$ cat src/rtl/rc6_key_sched_ctrl_pkg.sv
// Shared constants, state encoding and rotate helper for the RC6 key schedule controller.
package rc6_key_sched_ctrl_pkg;

   localparam int ROUNDS    = 20;
   localparam int KEY_WORDS = 8;
   localparam int S_WORDS   = 2 * ROUNDS + 4;
   localparam int EXP_STEPS = 3 * ((KEY_WORDS > S_WORDS) ? KEY_WORDS : S_WORDS);
   localparam int STEP_W    = $clog2(EXP_STEPS);
   localparam int RIDX_W    = 5;

   localparam logic [31:0] P32 = 32'hB7E1_5163;
   localparam logic [31:0] Q32 = 32'h9E37_79B9;

   typedef enum logic [2:0] {
      ST_IDLE,
      ST_CLEAR,
      ST_LOAD,
      ST_EXPAND,
      ST_READY,
      ST_DONE
   } ks_state_e;

   // A shift by 32 yields zero, so sh == 0 returns x unchanged.
   function automatic logic [31:0] rotl32(input logic [31:0] x, input logic [4:0] sh);
      return (x << sh) | (x >> (6'd32 - {1'b0, sh}));
   endfunction

endpackage

$ cat src/rtl/rc6_key_mix.sv
// One RC6 key-expansion mixing step: new A/S word and new B/L word with data-dependent rotate.
module rc6_key_mix
   import rc6_key_sched_ctrl_pkg::*;
(
   input  logic [31:0] s_i,
   input  logic [31:0] l_i,
   input  logic [31:0] a_i,
   input  logic [31:0] b_i,
   output logic [31:0] a_new_o,
   output logic [31:0] b_new_o
);

   logic [31:0] ab_sum;

   assign a_new_o = rotl32(s_i + a_i + b_i, 5'd3);
   assign ab_sum  = a_new_o + b_i;
   assign b_new_o = rotl32(l_i + ab_sum, ab_sum[4:0]);

endmodule

$ cat src/rtl/rc6_key_sched_ctrl.sv
// Sequences the RC6 key register: clear, load, 132-step expansion, then per-round subkey advance.
module rc6_key_sched_ctrl
   import rc6_key_sched_ctrl_pkg::*;
(
   input  logic              inClk,
   input  logic              inResetN,
   input  logic              inKeyStart,
   input  logic              inAbort,
   input  logic              inRoundReq,
   input  logic [31:0]       inSregValue,
   input  logic [31:0]       inLregValue,
   input  logic [31:0]       inAdata,
   input  logic [31:0]       inBdata,
   output logic              outRegReset,
   output logic              outExtWr,
   output logic              outIntWr,
   output logic              outKeyRd,
   output logic [31:0]       outSvalue,
   output logic [31:0]       outLvalue,
   output logic              outBusy,
   output logic              outKeyReady,
   output logic [RIDX_W-1:0] outRoundIdx,
   output logic              outBlockDone
);

   ks_state_e         state_q, state_d;
   logic [STEP_W-1:0] step_q, step_d;
   logic [RIDX_W-1:0] round_q, round_d;
   logic              abort_q, abort_d;
   logic              key_rd_q, key_rd_d;
   logic [31:0]       a_new, b_new;

   rc6_key_mix u_mix (
      .s_i     (inSregValue),
      .l_i     (inLregValue),
      .a_i     (inAdata),
      .b_i     (inBdata),
      .a_new_o (a_new),
      .b_new_o (b_new)
   );

   always_ff @(posedge inClk or negedge inResetN) begin
      if (!inResetN) begin
         state_q  <= ST_IDLE;
         step_q   <= '0;
         round_q  <= '0;
         abort_q  <= 1'b0;
         key_rd_q <= 1'b0;
      end else begin
         state_q  <= state_d;
         step_q   <= step_d;
         round_q  <= round_d;
         abort_q  <= abort_d;
         key_rd_q <= key_rd_d;
      end
   end

   always_comb begin
      state_d  = state_q;
      step_d   = step_q;
      round_d  = round_q;
      abort_d  = abort_q;
      key_rd_d = 1'b0;
      // abort_q steers the scrub cycle back to IDLE instead of on to LOAD
      if (inAbort && (state_q != ST_IDLE)) begin
         state_d = ST_CLEAR;
         abort_d = 1'b1;
         step_d  = '0;
         round_d = '0;
      end else begin
         case (state_q)
            ST_IDLE: begin
               if (inKeyStart) begin
                  state_d = ST_CLEAR;
                  abort_d = 1'b0;
                  round_d = '0;
               end
            end
            ST_CLEAR: begin
               state_d = abort_q ? ST_IDLE : ST_LOAD;
               abort_d = 1'b0;
            end
            ST_LOAD: begin
               state_d = ST_EXPAND;
               step_d  = '0;
            end
            ST_EXPAND: begin
               if (step_q == STEP_W'(EXP_STEPS - 1)) begin
                  state_d = ST_READY;
                  step_d  = '0;
               end else begin
                  step_d = step_q + 1'b1;
               end
            end
            ST_READY: begin
               // a rekey wins over an advance so the shift never overlaps the clear
               if (inKeyStart) begin
                  state_d = ST_CLEAR;
                  abort_d = 1'b0;
                  round_d = '0;
               end else if (inRoundReq) begin
                  key_rd_d = 1'b1;
                  round_d  = round_q + 1'b1;
                  if (round_q == RIDX_W'(ROUNDS - 1)) begin
                     state_d = ST_DONE;
                  end
               end
            end
            ST_DONE: begin
               state_d = ST_IDLE;
               round_d = '0;
            end
            default: begin
               state_d = ST_IDLE;
            end
         endcase
      end
   end

   assign outRegReset  = (state_q == ST_CLEAR);
   assign outExtWr     = (state_q == ST_LOAD);
   assign outIntWr     = (state_q == ST_EXPAND);
   assign outKeyRd     = key_rd_q;
   assign outSvalue    = outIntWr ? a_new : 32'd0;
   assign outLvalue    = outIntWr ? b_new : 32'd0;
   assign outBusy      = outRegReset | outExtWr | outIntWr;
   assign outKeyReady  = (state_q == ST_READY) || (state_q == ST_DONE);
   assign outRoundIdx  = round_q;
   assign outBlockDone = (state_q == ST_DONE);

endmodule
$ cat config.mk
export PLATFORM = sky130hd
export DESIGN_NAME = rc6_key_sched_ctrl
export DESIGN_NICKNAME = d
export VERILOG_FILES = /design/src/rtl/rc6_key_sched_ctrl_pkg.sv /design/src/rtl/rc6_key_mix.sv /design/src/rtl/rc6_key_sched_ctrl.sv
export SDC_FILE = /design/constraint.sdc
export NUM_CORES = 1
export LEC_CHECK = 0
export ABC_AREA = 1
export CORE_MARGIN = 4
export CORE_UTILIZATION = 40
export CTS_CLUSTER_SIZE = 30
export DETAILED_ROUTE_END_ITERATION = 12
export PLACE_DENSITY = 0.73
export SETUP_SLACK_MARGIN = 0.1
export SLEW_MARGIN = 20
export SYNTH_ARGS = -nofsm -noshare
export SYNTH_HDL_FRONTEND = slang
export SYNTH_SLANG_ARGS = --single-unit
$ cat constraint.sdc
create_clock -name inClk -period 12 [get_ports inClk]
set_input_delay 2.4 -clock inClk [delete_from_list [all_inputs] [get_ports inClk]]
set_output_delay 2.4 -clock inClk [all_outputs]
set_load 0.1 [all_outputs]
### Word-level counts from Yosys, hierarchy flattened

Cells that the tools add are included.

* register bits after elaboration: 18
* input port bits: 133
* logic and storage cells: 66

* add/sub/neg operators: 7
* eq/ne operators: 12
* shift-type cells: 2
* multiplexer cells: 25
* bitwise operators: 4
* reductions and logical operators: 11

Operators by type and width (count)
* adder 32 bit: 4
* 2-to-1 mux 32 bit: 2
* bitwise OR 32 x 3 -> 32 bit: 1
* bitwise OR 32 bit: 1
* << shifter 32 x 5 -> 32 bit: 1
* >> shifter 32 x 6 -> 32 bit: 1
* 2-to-1 mux 5 bit: 4
* 2-to-1 mux 3 bit: 6
* 2-to-1 mux 8 bit: 2
* one-hot mux 8 bit (2 select lines): 1
* one-hot mux 3 bit (5 select lines): 1
* one-hot mux 5 bit (3 select lines): 1
* nonzero test 3 bit: 3
* adder 8 x 1 -> 8 bit, second input constant: 1
* == test 8 bit, second input constant: 1
* inequality test 4 bit, second input constant: 2
* == test 3 x 2 -> 1 bit, second input constant: 2
* == test 3 bit, second input constant: 2
* 2-to-1 mux 1 bit: 6
* inequality test 3 x 1 -> 1 bit, second input constant: 2
* subtractor 6 x 5 -> 6 bit, first input constant: 1
* adder 5 x 1 -> 5 bit, second input constant: 1
* == test 5 bit, second input constant: 1
* AND reduction 4 bit: 1
* 12 further kinds: 13

### Longest topological paths before layout

Gate-level depths: netlist of run 1.

* depth in word-level cells: 8
* mapped depth: 53
* mapped depth without buffers: 53

### Cells and area by module

Synthesis of run 1 repeated with hierarchy kept, for this count alone.

* cells, all modules: 1886
* area, all modules: 10528.8 um^2

By module, submodules not included
* rc6_key_mix: instances 1, cells an instance 1600, area an instance 8903.5 um^2, sequential area each 0.0 um^2
* rc6_key_sched_ctrl: instances 1, cells an instance 286, area an instance 1625.3 um^2, sequential area each 450.4 um^2

### Worst setup path before layout of run 1

No wires, ideal clock.

* path type: input to output
* start point: input inSregValue[1]
* end point: output outLvalue[11]
* arrival time: 10.093 ns
* required time: 9.600 ns
* setup slack: -0.493 ns
* cell stages on the path: 43
* path buffers: 0
* cells stage by stage: inv_1 -> fa_1 -> inv_1 -> ha_1 -> fa_1 -> nand3_1 -> nand2_1 -> a21oi_1 -> o21bai_1 -> nand3_1 -> nand3_1 -> nand2_1 -> o211ai_1 -> a31oi_1 -> xor2_1 -> ha_1 -> fa_1 -> nand3_1 -> [7 not listed] -> a21boi_0 -> o21ai_1 -> xor2_1 -> ha_1 -> a21oi_1 -> o21ai_0 -> o21bai_1 -> a21oi_1 -> nand3_1 -> nand3_1 -> nand2_1 -> inv_1 -> nand2_1 -> nand2_1 -> nand2_1 -> nand2_2 -> nand3_1 -> a31oi_1

* word-level cells in the longest chain between the ends: 8

Ends and longest elaborated chain
* start: declaration: RTL line rc6_key_sched_ctrl.sv:10 `input logic [31:0] inSregValue,`
* adder 32 bit * (2 in series): RTL line rc6_key_mix.sv:15 `assign a_new_o = rotl32(s_i + a_i + b_i, 5'd3);`
* bitwise OR 32 x 3 -> 32 bit *: RTL line rc6_key_sched_ctrl_pkg.sv:25 `return (x << sh) | (x >> (6'd32 - {1'b0, sh}));`
* adder 32 bit *: RTL line rc6_key_mix.sv:16 `assign ab_sum = a_new_o + b_i;`
* adder 32 bit or subtractor 6 x 5 -> 6 bit (tied branches): RTL line rc6_key_mix.sv:17, rc6_key_sched_ctrl_pkg.sv:25
* >> shifter 32 x 6 -> 32 bit or << shifter 32 x 5 -> 32 bit (tied branches): RTL line rc6_key_sched_ctrl_pkg.sv:25
* bitwise OR 32 bit *: RTL line rc6_key_sched_ctrl_pkg.sv:25
* 2-to-1 mux 32 bit *: RTL line rc6_key_sched_ctrl.sv:125 `assign outLvalue = outIntWr ? b_new : 32'd0;`
* end: declaration: RTL line rc6_key_sched_ctrl.sv:19 `output logic [31:0] outLvalue,`

Mark *: on every way between the ends. The rest lies on a longest branch, timed or not.

### Final worst setup path of run 1

* start point: input inSregValue[1]
* end point: output outLvalue[19]

The elaborated chain is that of the path after synthesis.

==> results.md, run 1 <==
- Reg2reg end: step_q[7]
- Setup WS pre-CTS: -539 ps
- Post-synthesis xor/xnor area fraction: around 5.8%
- Slowest cell on crit path: o31ai_1
- PortBufs: around 210
- Die Span Y: ~170 um
- Ys async rst share: between 90% and 100%
- Flop-to-flop setup slack: 9950 ps
- Util after Layout: approximately two thirds
- Largest net degree at the start of global routing: 38
- Synth cell count leaders: nand2_1, nand3_1, inv_1, a21oi_1, nor2_1
- Post-synthesis mux area share: 0%
- Ys Warns: 0
- Critical Path End Type: output pin
- Setup violations, final: 0
- Num Clock Sinks: 18
- Fillers: 2222
- Final WL: around 50 mm
- Max-slew headroom: slightly below 30%
- Routed Antenna Nets: 0
- Gpl congestion: 1.02
- TNS Setup: 0 ps
- Period utilization: 98.6%
- Initial DRC Count: ~1.3k
- First-pass GRT wire length: 73.0 mm
- Final min period: between 10000 and 15000 ps
- Root cell of the clock tree: clkbuf_16
- Unrepaired setup endpoints after global routing: true
- #FFs+latches synth: 18
- Critical-path maximum fanout: 6
- Horiz. Die Dim: around 170 um
- Cell taking the most area after synthesis: nand2_1
- Worst-Margin Slew: 1050 ps
- Die area: 28500 um2
- Core Box Area: about 25000 um2
- Post-Synth Simple-Gate Area: 42.4%
- Max-cap viol count: 0
- Dpl hpwl: 38.7 mm
- Global Route Usage Sum: 31.5%
- Share of layout cells above drive strength 1: 30.4%
- Clk_skew: 2.42 ps
- Skew-Pair Late Insertion Delay: roughly 260 ps
- Vias: between 10k and 15k
- Sequential area share after synthesis: under 10%
- Initial antenna violation count: 3
- Synthesized instance count: 1815
- Post-synthesis adder-cell area fraction: a little under a fifth
- Area of the multi-input gates: ~11000 um2
- Max incr delay on CP: approximately 560 ps
- Congestion Overflow GR: 0
- Mapped Area: ~10000 um2
- Final hold viol count: 0
- Hold path depth: 2
- Synth Area per Inst: roughly 5.7 um2
- Status: complete, no violations
- H-tree Lvls: 1
- HP Start: abort_q
- Compound-Gate Fraction of Synth Area: around a fifth
- Bufs and invs on worst path: 16
- Worst min path class: flip-flop to flip-flop
- WP data required: around 9600 ps
- Synth top area share: between 10% and 20%
- Crit path kind: primary input to output pin
- Area growth syn-to-layout: 62.5%
- Ports: ~210
- Worst-path clk slew: about 60 ps
- CP arrival: between 9000 and 10000 ps
- Rows: 58
- Number of synthesized flops with an enable pin: 0
- Worst setup margin: approximately 170 ps
- Starting Density: 40.8%
- Library cell with the highest instance count after synthesis: nand2_1
- Clock tree from TritonCTS: done
- DRC viols: 0
- CTS max path bufs: 2
- WHS Endpoint: abort_q
- Post-DR vias/cell: 5.70
- CP delay by family, top: simple AND/OR/NAND/NOR gates
- Largest family of logic cells by synthesized area: simple AND/OR/NAND/NOR gates
- TritonRoute pass-1 iters: 6
- Stages on the worst setup path: 47
- Synth Flop Type: dfrtp_1
- Setup crit start kind: primary input
- Post-synthesis cell type count: between 50 and 60
- Num CTS Buffers: 3
- Final hold slack: 515 ps
- DR WL/cell: between 15 and 20 um
- Syn nets: just over 2k
- Pins Over Slew Limit: 0
- Register Area: ~450 um2
- R2r startpoint: state_q[1]
- Worst Reg-to-Reg Cells: 11
- Vias in the first global route: ~14k
- Peak Freq: about 0.084 GHz
- Fin nets: between 2k and 3k
- Top post-synthesis cells by area: nand2_1, nand3_1, ha_1
through the flow:
stage / cell area, um2 / instances
6_report: 16800 / 2575
5_1_grt: 16800 / 2575
4_1_cts: 15400 / 2541
3_5_place_dp: 14600 / 2498
3_3_place_gp: 14600 / 2498
2_1_floorplan: 10500 / 1815
metal layers:
layer	GRT usage (%)	part of all wire, %	vias up
met1	44.0	43	6831
met3	8.13	9.8	125
met2	49.2	44	752
met4	6.77	3.1	0
li1	-	-	6961
met5	0	0	-
cell type report:
type / instances / area share [%]
Antenna cell: 4 / 0.0596
Clock buffer: 4 / 0.529
Inverter: 221 / 4.95
Multi-Input combinational cell: 1521 / 62.5
Sequential cell: 18 / 2.68
Tap cell: 330 / 2.46
Timing Repair Buffer: 477 / 26.8
what timing repair did:
item | CTS | global route
hold buffers | 0 | 0
endpoints found under the setup margin | 32 | 32
buffers inserted | 39 | 30
pin swaps | 87 | 169
resized for setup | 141 | 302
worst max-delay path by stage:
stage,to,startpoint
after floorplan,outLvalue[11],inSregValue[1]
after global placement,outLvalue[0],inBdata[4]
after detailed placement,outLvalue[26],inBdata[1]
after CTS,outLvalue[31],inSregValue[13]
after global routing,outLvalue[19],inBdata[1]
final,outLvalue[19],inSregValue[1]
cells by family after synthesis:
| family | Yosys count |
|---|---|
| XOR/XNOR | 68 |
| buffers and inverters | 276 |
| AND/OR/NAND/NOR | 983 |
| AO/OA/AOI/OAI | 341 |
| adder cells (fa/ha/maj) | 129 |
| flip-flops | 18 |
flip-flops by register name (all words and copies together), names as in the netlist:
register / flops
outRoundIdx: 5
outKeyRd: 1
abort_q: 1
step_q: 8
state_q: 3
cells in the final DEF, fill, tap and decap left out, drive strengths merged, types with 4 or more instances in the layout:
cell,n
a21boi,5
a21o,9
a21oi,157
a31o,6
a31oi,20
buf,304
clkbuf,7
clkdlybuf4s15,12
clkdlybuf4s50,109
clkinv,4
dfrtp,18
diode,4
dlygate4sd2,22
dlymetal6s2s,27
fa,34
ha,95
inv,217
nand2,478
nand3,281
nand4,29
nor2,144
nor3,26
nor3b,4
o211ai,10
o21a,8
o21ai,98
o21bai,11
o22ai,4
or2,12
xnor2,27
xor2,41
worst reg2reg max path, cell delays in order, from the launching register on:
cell,delay [ps]
dfrtp_1,400
nor2_1,250
inv_1,130
nor2_1,150
nor2_1,50
inv_1,110
nand2_1,210
and3_1,230
nand2_1,80
nor2_1,70
and3_1,150
nor3_1,130
Power of run 1 is left out: the tool's default activity adds up to more than one toggle a clock period on the data nets, which glitch-free logic cannot reach.
==> run 2, diff against run 1 <==
--- a/config.mk
+++ b/config.mk
@@ -6,7 +6,6 @@
 export NUM_CORES = 1
 export LEC_CHECK = 0
 export ABC_AREA = 1
-export CORE_MARGIN = 4
 export CORE_UTILIZATION = 40
 export CTS_CLUSTER_SIZE = 30
 export DETAILED_ROUTE_END_ITERATION = 12
==> results.md, run 2 (synthesis gave the netlist of run 1 again) <==
- Status: complete, no violations
- CTS Hold Bufs: 0
- Final hold viol count: 0
- Reg2reg end: outRoundIdx[0]
- Critical-path maximum fanout: 3
- Post-Layout Cell Count: about 2.5k
- Vias: between 10k and 15k
- Top reg by flops: step_q
- Final min period: 11780 ps
- Period utilization: 98.2%
- Starting Density: 40.9%
- DR WL/cell: between 15 and 20 um
- Pins Over Slew Limit: 0
- Peak Freq: 0.0849 GHz
- Clock tree from TritonCTS: done
- Root cell of the clock tree: clkbuf_16
- Share of layout cells above drive strength 1: between 20 and 30%
- Crit path kind: primary input to output pin
- Skew-Pair Late Insertion Delay: between 200 and 300 ps
- CTS max path bufs: 2
- Max-slew headroom: ~30%
- First-pass GRT wire length: between 60 and 70 mm
- Max incr delay on CP: 520 ps
- Routed Antenna Nets: 0
- Unrepaired setup endpoints after global routing: true
- Commonest non-fill, non-tap cell in the layout: nand2_1
- PortBufs: between 200 and 250
- Worst min path class: flip-flop to flip-flop
- Most frequent cells in the layout: nand2_1, buf_4, nand3_1
- Worst-Margin Slew: 1030 ps
- R2r startpoint: state_q[1]
- Core Box Area: ~25000 um2
- Max reg flops: 8
- H-tree Lvls: 1
- TritonRoute pass-1 iters: 6
- Crit path top cell by count: nand3_1
- CP arrival: between 9000 and 10000 ps
- Die Span Y: ~160 um
- Initial DRC Count: between 1.5k and 2k
- Final WL: 45.9 mm
- DRC viols: 0
- Clk_skew: between 2 and 2.5 ps
- Setup crit end: outLvalue[18]
- Num Clock Sinks: 18
- Max-cap viol count: 0
- Ports: ~210
- Area growth syn-to-layout: 56.5%
- Worst-path clk slew: about 50 ps
- Gpl congestion: 0.979
- Fin nets: 2472
- Largest net degree at the start of global routing: 38
- Cell count after placement: around 2.5k
- Flop-to-flop setup slack: between 9000 and 10000 ps
- Horiz. Die Dim: around 160 um
- Rows: 58
- Initial antenna violation count: 2
- Worst Reg-to-Reg Cells: 9
- Post-DR vias/cell: approximately 5.6
- Setup crit start kind: primary input
- Setup violations, final: 0
- Crit path launch: inBdata[1]
- Dpl hpwl: about 37 mm
- Global Route Usage Sum: between 30% and 40%
- Die area: between 20000 and 30000 um2
- Slowest cell on crit path: fa_1
- Num CTS Buffers: 3
- Critical Path End Type: output pin
- Vias in the first global route: between 10k and 15k
- Congestion Overflow GR: 0
- WP data required: approximately 9600 ps
-- run 2: worst min path at each step --
stage                 start  endpoint  slack, ps  cells past startpoint
finish              abort_q   abort_q        530                      2
global route        abort_q   abort_q        570                      2
CTS                 abort_q   abort_q        520                      2
detailed placement  abort_q   abort_q        510                      2
global placement    abort_q   abort_q        510                      2
floorplan           abort_q   abort_q        480                      2
-- run 2: critical path: cells and delay by family --
kind | cells | cell delay [ps]
AOI/OAI and AO/OA | 14 | 2040
adders and majority gates | 6 | 1850
and+or+nand+nor | 16 | 1700
buffers and inverters | 8 | 990
xor gates and xnor gates | 2 | 410
-- run 2: final cells by class --
cell class / instances / area [um2]
fill: 2312 / 9070
clock buffer: 4 / 88.8
tap: 330 / 413
sequential: 18 / 450
inverter: 221 / 830
timing repair buffer: 445 / 4200
antenna: 2 / 5.00
multi-input combinational: 1521 / 10200
-- run 2: layer usage --
layer	part of all wire [%]	vias to the layer above	wire (um)	global-route usage [%]
li1	-	6900	-	-
met1	45	6625	20800	48.3
met2	45	646	20500	52.8
met3	8.2	72	3740	3.64
met4	1.8	0	841	5.44
met5	0	-	0	0
-- run 2: through the flow --
step | utilization (%) | setup TNS [ps] | instance area (um2) | hold slack, ps | setup WS (ps)
floorplan | - | 0 | 10500 | 485 | 164
global placement | 57.7 | -4730 | 14600 | 507 | -234
detailed placement | 57.7 | -10350 | 14600 | 514 | -441
CTS | 59.9 | 0 | 15100 | 525 | 98.3
global route | 64.1 | -2240 | 16200 | 566 | -137
finish | 64.1 | 0 | 16200 | 525 | 220
-- run 2: timing repair --
| action | CTS | global route |
|---|---|---|
| buffers inserted | 14 | 22 |
| gates resized for setup | 103 | 273 |
| endpoints found under the setup margin | 32 | 32 |
| pin swaps | 59 | 162 |
Power of run 2 is left out for the same reason.
